--- src/rtl/rect_fill_gen.sv ---
`default_nettype none
// ============================================================================
//  Module   : rect_fill_gen
//  Purpose  : Accepts one rectangle request (two corners + color), normalizes
//             and clips it to the screen, then streams one pixel-write word per
//             covered pixel in raster order to the DrawUnit FIFO write port.
//             Stalls while the FIFO reports full.
//  Ports    : clk, reset (async, active-low)
//             start, x0, x1, y0, y1, color  - request (taken when ready=1)
//             abort                         - cancel fill in progress
//             ready, done                   - idle flag / completion pulse
//             we, data, full                - FIFO write port, data={color,y,x}
//  Revision : 1.0 - initial release
// ============================================================================
module rect_fill_gen #(
    parameter int XW   = 10,
    parameter int YW   = 9,
    parameter int CW   = 3,
    parameter int XMAX = 639,
    parameter int YMAX = 479
) (
    input  logic                 clk,
    input  logic                 reset,
    input  logic                 start,
    input  logic [XW-1:0]        x0,
    input  logic [XW-1:0]        x1,
    input  logic [YW-1:0]        y0,
    input  logic [YW-1:0]        y1,
    input  logic [CW-1:0]        color,
    input  logic                 abort,
    output logic                 ready,
    output logic                 done,
    output logic                 we,
    output logic [CW+YW+XW-1:0]  data,
    input  logic                 full
);

    localparam logic [XW-1:0] XMAX_V = XW'(XMAX);
    localparam logic [YW-1:0] YMAX_V = YW'(YMAX);

    typedef enum logic [1:0] {
        S_IDLE  = 2'd0,
        S_SETUP = 2'd1,
        S_FILL  = 2'd2,
        S_FIN   = 2'd3
    } state_t;

    state_t          state_q, state_d;
    logic [XW-1:0]   x0_q, x0_d, x1_q, x1_d;
    logic [YW-1:0]   y0_q, y0_d, y1_q, y1_d;
    logic [CW-1:0]   col_q, col_d;
    logic [XW-1:0]   xl_q, xl_d, xh_q, xh_d, xc_q, xc_d;
    logic [YW-1:0]   yh_q, yh_d, yc_q, yc_d;

    // Normalized and clipped bounds derived from the latched corners
    logic [XW-1:0]   x_lo, x_hi, x_hi_clip;
    logic [YW-1:0]   y_lo, y_hi, y_hi_clip;

    always_comb begin
        x_lo      = (x0_q < x1_q) ? x0_q : x1_q;
        x_hi      = (x0_q < x1_q) ? x1_q : x0_q;
        y_lo      = (y0_q < y1_q) ? y0_q : y1_q;
        y_hi      = (y0_q < y1_q) ? y1_q : y0_q;
        x_hi_clip = (x_hi > XMAX_V) ? XMAX_V : x_hi;
        y_hi_clip = (y_hi > YMAX_V) ? YMAX_V : y_hi;
    end

    // Next-state and datapath
    always_comb begin
        state_d = state_q;
        x0_d    = x0_q;
        x1_d    = x1_q;
        y0_d    = y0_q;
        y1_d    = y1_q;
        col_d   = col_q;
        xl_d    = xl_q;
        xh_d    = xh_q;
        yh_d    = yh_q;
        xc_d    = xc_q;
        yc_d    = yc_q;

        case (state_q)
            S_IDLE: begin
                if (start) begin
                    x0_d    = x0;
                    x1_d    = x1;
                    y0_d    = y0;
                    y1_d    = y1;
                    col_d   = color;
                    state_d = S_SETUP;
                end
            end
            S_SETUP: begin
                // Only the low bound can fall off-screen; the clipped high
                // bound is then never below the low bound.
                if ((x_lo > XMAX_V) || (y_lo > YMAX_V)) begin
                    state_d = S_FIN;
                end else begin
                    xl_d    = x_lo;
                    xh_d    = x_hi_clip;
                    yh_d    = y_hi_clip;
                    xc_d    = x_lo;
                    yc_d    = y_lo;
                    state_d = S_FILL;
                end
            end
            S_FILL: begin
                // Abort wins over a write in the same cycle
                if (abort) begin
                    state_d = S_FIN;
                end else if (!full) begin
                    if (xc_q < xh_q) begin
                        xc_d = xc_q + 1'b1;
                    end else begin
                        xc_d = xl_q;
                        yc_d = yc_q + 1'b1;
                        if (yc_q == yh_q) begin
                            state_d = S_FIN;
                        end
                    end
                end
            end
            S_FIN: begin
                state_d = S_IDLE;
            end
            default: begin
                state_d = S_IDLE;
            end
        endcase
    end

    // Outputs
    always_comb begin
        ready = (state_q == S_IDLE);
        done  = (state_q == S_FIN);
        we    = (state_q == S_FILL) && !full && !abort;
        data  = {col_q, yc_q, xc_q};
    end

    always_ff @(posedge clk or negedge reset) begin
        if (!reset) begin
            state_q <= S_IDLE;
            x0_q    <= '0;
            x1_q    <= '0;
            y0_q    <= '0;
            y1_q    <= '0;
            col_q   <= '0;
            xl_q    <= '0;
            xh_q    <= '0;
            yh_q    <= '0;
            xc_q    <= '0;
            yc_q    <= '0;
        end else begin
            state_q <= state_d;
            x0_q    <= x0_d;
            x1_q    <= x1_d;
            y0_q    <= y0_d;
            y1_q    <= y1_d;
            col_q   <= col_d;
            xl_q    <= xl_d;
            xh_q    <= xh_d;
            yh_q    <= yh_d;
            xc_q    <= xc_d;
            yc_q    <= yc_d;
        end
    end

endmodule
`default_nettype wire

--- config.mk ---
export PLATFORM = sky130hd
export DESIGN_NAME = rect_fill_gen
export DESIGN_NICKNAME = d
export VERILOG_FILES = /design/src/rtl/rect_fill_gen.sv
export SDC_FILE = /design/constraint.sdc
export NUM_CORES = 1
export LEC_CHECK = 0
export BUFFER_PORTS_ARGS = -buffer_cell sky130_fd_sc_hd__buf_4
export CAP_MARGIN = 25
export CORE_ASPECT_RATIO = 1.4
export CORE_MARGIN = 2
export CORE_UTILIZATION = 58
export DETAILED_ROUTE_END_ITERATION = 6
export PLACE_DENSITY_LB_ADDON = 0.1
export SLEW_MARGIN = 20
export SYNTH_ARGS = -nofsm -noshare
export SYNTH_HDL_FRONTEND = slang
export SYNTH_SLANG_ARGS = --single-unit
export TNS_END_PERCENT = 50
--- constraint.sdc ---
create_clock -name clk -period 2.9 [get_ports clk]
set_input_delay 0.58 -clock clk [delete_from_list [all_inputs] [get_ports clk]]
set_output_delay 0.58 -clock clk [all_outputs]
set_load 0.03 [all_outputs]
### Word level (Yosys, flattened, before mapping)

Cells that the tools add are included.

* add/sub/neg operators: 2
* reduce and logical (&&, ||, !) cells: 12
* equal/unequal tests: 12
* muxes and demuxes: 23
* bitwise gates (word level): 1
* order comparisons: 7

Operators by type and width (count)
* two-way mux 10 bit: 7
* two-way mux 9 bit: 7
* greater-than comparator 10 bit, second input constant: 2
* < comparator 10 bit: 2
* one-hot mux 10 bit (2 select lines): 1
* greater-than comparator 9 bit, second input constant: 2
* one-hot mux 9 bit (2 select lines): 1
* adder 10 x 1 -> 10 bit, second input constant: 1
* two-way mux 2 bit: 5
* != test 2 bit, second input constant: 5
* adder 9 x 1 -> 9 bit, second input constant: 1
* == test 9 bit: 1
* < comparator 9 bit: 1
* != test 3 bit, second input constant: 3
* one-hot mux 2 bit (4 select lines): 1
* AND reduction 4 bit: 2
* AND reduction 5 bit: 1
* == test 2 bit, second input constant: 2
* AND reduction 2 bit: 2
* == test 2 x 1 -> 1 bit, second input constant: 1
* logical AND 1 bit: 2
* zero test 1 bit: 2
* zero test 2 bit: 1
* nonzero test 2 bit: 1
* 3 further kinds: 3

* flip-flop bits (word level): 91
* output and inout port bits: 25
* input port bits: 46

### Depth between registers and ports, before layout

Gate-level depths: netlist of run 1.

* depth in word-level cells: 6
* mapped depth: 11
* depth with buffers taken out: 9

### Worst setup path before layout of run 1

OpenSTA, ideal clock, no wires.

* path type: reg2reg
* start point: register xc_q[3]
* end point: register yc_q[7]
* library setup time: 0.124 ns
* clock period less this slack: 2.639 ns
* data required time: 2.776 ns
* buffers on the path: 1
* stages on the path, launching flop included: 10
* arrival time: 2.515 ns
* slack: 0.261 ns
* cells stage by stage: dfrtp_1 -> ha_1 -> a2111oi_0 -> o21ai_0 -> a21oi_2 -> o31ai_1 -> o2111ai_2 -> buf_2 -> nor4b_1 -> a211o_1

* cells in the longest elaborated chain, start to end: 3

RTL lines
* start: declaration: RTL line 52 `logic [XW-1:0] xl_q, xl_d, xh_q, xh_d, xc_q, xc_d;`
* start signal: assignment: RTL line 151 `xc_q <= '0;`
* start signal: assignment: RTL line 163 `xc_q <= xc_d;`
* < comparator 10 bit: RTL line 112 `if (xc_q < xh_q) begin`
* != test 2 bit (no line)
* AND reduction 5 bit (no line)
* end signal: assignment: RTL line 164 `yc_q <= yc_d;`
* end: declaration: RTL line 53 `logic [YW-1:0] yh_q, yh_d, yc_q, yc_d;`

Every way passes these cells.
A chain may end at the register's enable or synchronous reset.

### Final worst setup path of run 1

* start point: register y0_q[2]
* end point: register xh_q[8]

* cells in the longest elaborated chain, start to end: 6

RTL lines
* start: declaration: RTL line 50 `logic [YW-1:0] y0_q, y0_d, y1_q, y1_d;`
* start signal: assignment: RTL line 157 `y0_q <= y0_d;`
* < comparator 9 bit: RTL line 62 `y_lo = (y0_q < y1_q) ? y0_q : y1_q;`
* two-way mux 9 bit (*): RTL line 62
* greater-than comparator 9 bit (*): RTL line 96 `if ((x_lo > XMAX_V) || (y_lo > YMAX_V)) begin`
* logical OR 1 bit (*): RTL line 96
* inverter 1 bit (no line) (*)
* AND reduction 2 bit (no line) (*)
* end signal: assignment: RTL line 161 `xh_q <= xh_d;`
* end: declaration: RTL line 52

Every way passes the cells marked *; elsewhere a longest branch is shown, timed or not.

==> results.py, run 1 <==
metrics = {
    "run_status": {
        "outcome": "complete, no violations",
    },
    "setup_path": {
        "slowest_delay_ns": 0.52,
        "worstPathMaxFanout": 33,
        "cp_top_family": "compound AO/OA/AOI/OAI gates",
        "required_ns": 3.15,
        "cp_slowest_cell": "or4_4",
        "critPathLaunchType": "flop",
        "r2r_slack_ns": 0.24,
        "crit_chain": "ha_1 > a211oi_2 > o211ai_1 > a21o_1 > mux2_4 > or4_4 > buf_6 > o31ai_1",
        "critical_path_class": "flop to flop",
        "crit_buf_inv": 1,
        "arrival_ns": 2.91,
        "worstSetupEndpointType": "flop",
    },
    "global_route": {
        "grt_max_degree": 54,
        "antenna_found_initial": 0,
        "grt_pass1_wl_um": 20200,
        "grt_pass1_vias": 4306,
        "grt_use_total": 0.259,
        "overflow": 0,
    },
    "timing": {
        "timing_hold_violations_final": 0,
        "max_freq_ghz": 0.376,
        "slew_viol_final": 0,
        "tightest_slew_ns": 0.521,
        "slew_headroom": 0.650,
        "post-route-period-util": 0.917,
        "fin_skew_ns": 0.00568,
        "period_needed_ns": 2.66,
        "tns_ns": 0,
        "setup_viol": 0,
        "rsz0062_at_grt": "no",
    },
    "synthesis": {
        "synth-compound-area-share": 0.149,
        "synthAdderAreaFrac": 0.0752,
        "ys_types": 48,
        "synthTopCellsByArea": "dfrtp_1 43%, mux2_2 11%, ha_1 7.5%",
        "synth_top_cell_area_share": 0.428,
        "synth-edff-count": 0,
        "synth_area_um2": 5320,
        "synth_top_family_by_area": "multiplexers",
        "synthArstFlopShare": 1.00,
        "yosys.area_share.simple": 0.115,
        "yosysWarnings": 0,
        "synth_cells": 521,
        "syn_nets": 599,
        "synth_xor_area_frac": 0.0280,
        "syn_area_per_cell_um2": 10.2,
        "synth_seq_cells": 91,
        "synth_area_leader_cell": "dfrtp_1",
        "synthFlopType": "dfrtp_1",
        "synthMuxAreaShare": 0.162,
        "yosysSeqAreaShare": 0.428,
    },
    "route": {
        "wl_um": 12300,
        "drc": 0,
        "vias": 4193,
        "avgViaCountPerCell": 5.87,
        "wl_per_cell_um": 17.2,
        "drt_iter0_drc": 303,
        "ant_nets": 0,
        "dr.pass1.iters": 4,
    },
    "die": {
        "core_um2": 8980,
        "fp.dieArea_um2": 9970,
        "rows": 41,
        "io_pins": 71,
        "die_h_um": 117,
        "start_util": 0.593,
        "die_w_um": 85.0,
    },
    "clock_network": {
        "htree_levels": 3,
        "cts_buffers": 9,
        "worstSkewPairLatency_ns": 0.34,
        "clk_pin_slew_ns": 0.06,
        "cts_num_sinks": 91,
        "ctsRootBufferMaster": "clkbuf_16",
        "cts_buffer_depth": 2,
        "cts_tree": "built",
        "postCtsHoldBufs": 0,
    },
    "job": {
        "cap_violations": 0,
    },
    "cells_and_area": {
        "fin_util": 0.716,
        "areaGrowthSynthToFinish_pct": 20.8,
        "diodes": 0,
        "fin_nets": 681,
        "drive_above_1_share": 0.287,
    },
    "placement": {
        "io_buffer_count": 70,
        "place.gp.congestion": 0.887,
        "dp_hpwl_um": 9300,
    },
    "hold_path": {
        "hold_class": "primary input to asynchronous set/reset pin",
    },
}
-- registers in the layout (all words and copies together), names as in the netlist --
name / count
xh_q: 10
y0_q: 9
col_q: 3
xl_q: 10
xc_q: 10
y1_q: 9
x1_q: 10
yc_q: 9
state_q: 2
x0_q: 10
yh_q: 9
-- path summary, 6_finish.rpt --
check / startpoint / to / cells past startpoint
min reg2reg: xh_q[7] / xh_q[7] / 2
min in group clk: x1[0] / x1_q[0] / 2
min: reset / x0_q[1] / 1
max reg2reg: y0_q[2] / xh_q[8] / 8
max: y0_q[2] / xh_q[8] / 8
max in group asynchronous: reset / xc_q[5] / 2
-- metrics by stage --
stage / cell area, um2 / std cells / hold slack (ns) / setup WS [ns]
3_5_place_dp: 6090 / 698 / 0.473 / 0.144
4_1_cts: 6400 / 713 / 0.216 / 0.122
6_report: 6430 / 714 / 0.207 / 0.240
2_1_floorplan: 5320 / 521 / 0.284 / 0.261
5_1_grt: 6430 / 714 / 0.246 / 0.0255
3_3_place_gp: 6090 / 698 / 0.464 / 0.211
-- area by class of cell --
class                      count  area, um2
timing repair buffer          96        753
fill                         668       2550
inverter                      33        124
clock buffer                  12        267
clock inverter                 3       46.3
tap                          107        134
multi-input combinational    372       2830
sequential                    91       2280
-- routing by layer --
layer,track usage,part of all wire,up-vias
li1,-,-,2043
met1,0.265,0.35,2023
met2,0.486,0.58,88
met3,0.0457,0.026,39
met4,0.130,0.042,0
met5,0,0,-
-- cells by family after synthesis --
kind of cell             Yosys count
AO/OA/AOI/OAI                    122
AND/OR/NAND/NOR                  122
flip-flops                        91
multiplexers                      79
buffers and inverters             58
adder cells (fa/ha/maj)           32
XOR/XNOR                          17
-- synthesized netlist by cell type, drive strengths merged (5+ instances only) --
master / instances
a211o: 9
a21o: 6
a21oi: 36
a22oi: 6
and3: 9
buf: 11
clkbuf: 14
dfrtp: 91
ha: 32
inv: 33
mux2: 53
mux2i: 26
nand2: 46
nand2b: 5
nand3: 10
nand4: 5
nor2: 21
nor3: 5
o211ai: 8
o21ai: 35
o31ai: 7
xor2: 14
-- cell usage in the layout, fill, tap and decap left out, types with 21 or more instances in the layout --
cell     netlist  final
buf_4          0     92
dfrtp_1       91     91
mux2_2        52     52
nand2_1       46     45
o21ai_0       35     35
a21oi_1       35     35
inv_1         33     33
ha_1          32     32
mux2i_1       26     26
nor2_1        21     21
-- worst register-to-register path, stage by stage, from the launching register on --
cell,delay [ns]
dfrtp_1,0.41
ha_1,0.34
a211oi_2,0.21
o211ai_1,0.10
a21o_1,0.20
mux2_4,0.32
or4_4,0.52
buf_6,0.21
o31ai_1,0.26
-- timing repair --
action / in CTS / in global routing
resized for setup: 0 / 5
setup endpoints to repair: 0 / 31
buffers inserted: 0 / 1
Power of run 1 is not shown: default switching activity piles up to over one toggle a cycle in this logic, so the estimate is an artifact.
==> run 2, diff against run 1 <==
--- a/config.mk
+++ b/config.mk
@@ -5,12 +5,11 @@
 export SDC_FILE = /design/constraint.sdc
 export NUM_CORES = 1
 export LEC_CHECK = 0
-export BUFFER_PORTS_ARGS = -buffer_cell sky130_fd_sc_hd__buf_4
 export CAP_MARGIN = 25
 export CORE_ASPECT_RATIO = 1.4
-export CORE_MARGIN = 2
-export CORE_UTILIZATION = 58
+export CORE_UTILIZATION = 60
 export DETAILED_ROUTE_END_ITERATION = 6
+export DONT_BUFFER_PORTS = 1
 export PLACE_DENSITY_LB_ADDON = 0.1
 export SLEW_MARGIN = 20
 export SYNTH_ARGS = -nofsm -noshare
==> results.py, run 2 (synthesized netlist as in run 1, its figures left out) <==
metrics = {
    "run_status": {
        "outcome": "complete, no violations",
    },
    "global_route": {
        "grt_pass1_wl_um": 18700,
        "grt_max_degree": 92,
        "grt_pass1_vias": 3934,
        "grt_use_total": 0.275,
        "antenna_found_initial": 0,
        "overflow": 0,
    },
    "setup_path": {
        "cp_top_family": "compound AO/OA/AOI/OAI gates",
        "crit_buf_inv": 0,
        "cp.depth": 8,
        "critPathLaunchType": "flop",
        "reg2reg_from": "y0_q[2]",
        "worstSetupEndpointType": "flop",
        "worstPathMaxFanout": 9,
        "crit_path_start": "y0_q[2]",
        "arrival_ns": 2.95,
        "crit_chain": "ha_1 > a211oi_2 > o211ai_1 > a21o_1 > mux2_4 > o31ai_2 > nand2_1 > mux2_2",
        "r2r-end": "xc_q[1]",
        "cp_slowest_cell": "dfrtp_1",
        "r2r_slack_ns": 0.17,
        "slowest_delay_ns": 0.41,
        "rr_worst_depth": 8,
        "required_ns": 3.12,
        "critical_path_class": "flop to flop",
        "crit_end": "xc_q[1]",
    },
    "clock_network": {
        "cts_tree": "built",
        "worstSkewPairLatency_ns": 0.34,
        "ctsRootBufferMaster": "clkbuf_16",
        "clk_pin_slew_ns": 0.06,
        "cts_setup_buffers": 0,
        "cts_num_sinks": 91,
        "cts_buffers": 9,
        "htree_levels": 3,
        "cts_buffer_depth": 2,
    },
    "placement": {
        "dp_cells": 627,
        "dp_hpwl_um": 8830,
        "io_buffer_count": 0,
        "place.gp.congestion": 0.844,
    },
    "route": {
        "drt_iter0_drc": 137,
        "avgViaCountPerCell": 6.14,
        "wl_per_cell_um": 18.5,
        "dr.pass1.iters": 4,
        "drc": 0,
        "vias": 3947,
        "ant_nets": 0,
        "wl_um": 11900,
    },
    "die": {
        "io_pins": 71,
        "core_um2": 8610,
        "rows": 40,
        "start_util": 0.618,
        "fp.dieArea_um2": 9260,
        "die_w_um": 81.6,
        "die_h_um": 113,
    },
    "timing": {
        "post-route-period-util": 0.941,
        "tightest_slew_ns": 0.507,
        "period_needed_ns": 2.73,
        "slew_viol_final": 0,
        "fin_skew_ns": 0.00444,
        "setup_viol": 0,
        "max_freq_ghz": 0.366,
        "timing_hold_violations_final": 0,
        "rsz0062_at_grt": "no",
        "tns_ns": 0,
        "slew_headroom": 0.662,
    },
    "cells_and_area": {
        "layout_commonest_cell": "dfrtp_1",
        "final_cell_mix": "91 x dfrtp_1, 52 x mux2_2, 45 x nand2_1",
        "areaGrowthSynthToFinish_pct": 10.8,
        "fin_nets": 612,
        "drive_above_1_share": 0.193,
        "fin_util": 0.685,
        "instances_no_fill": 643,
        "diodes": 0,
    },
    "hold_path": {
        "hold_class": "primary input to asynchronous set/reset pin",
    },
    "job": {
        "cap_violations": 0,
    },
}
run 2: changes by cell type in the layout (fill, tap and decap cells not counted), sizes merged:
cell,delta
buf,-69
clkbuf,-1
clkinvlp,+1
run 2: metrics by stage:
stage	setup WS [ns]	cell area (um2)	hold slack (ns)
final	0.171	5900	0.142
after global routing	0.0377	5900	0.190
after CTS	0.126	5890	0.166
after detailed placement	0.151	5560	0.286
after global placement	0.212	5560	0.286
after floorplan	0.261	5320	0.284
run 2: timing repair:
item / in CTS / in global routing
hold buffers: 1 / 0
setup endpoints to repair: 0 / 11
hold endpoints to repair: 91 / 0
resized for setup: 0 / 3
run 2: area by class of cell:
cell class	count	area, um2
Multi-Input combinational cell	372	2820
Fill cell	694	2710
Sequential cell	91	2280
Clock buffer	11	253
Timing Repair Buffer	27	243
Tap cell	105	131
Inverter	33	124
Clock inverter	4	50.0
run 2: routing by layer:
| layer | vias to the layer above | track usage | wire length, um | share of wire |
|---|---|---|---|---|
| li1 | 1906 | - | - | - |
| met3 | 41 | 0.0560 | 406 | 0.034 |
| met2 | 86 | 0.493 | 6470 | 0.54 |
| met5 | - | 0 | 0 | 0 |
| met1 | 1914 | 0.278 | 4360 | 0.37 |
| met4 | 0 | 0.186 | 680 | 0.057 |
run 2: worst min-delay path by stage:
stage / start / end / slack (ns) / cells past startpoint
after floorplan: reset / col_q[0] / 0.28 / 0
after detailed placement: reset / x1_q[4] / 0.29 / 0
final: reset / x1_q[3] / 0.14 / 1
after global placement: reset / x1_q[4] / 0.29 / 0
after CTS: reset / x1_q[4] / 0.17 / 1
after global routing: reset / x0_q[2] / 0.19 / 1
Power of run 2 is left out for the same reason.
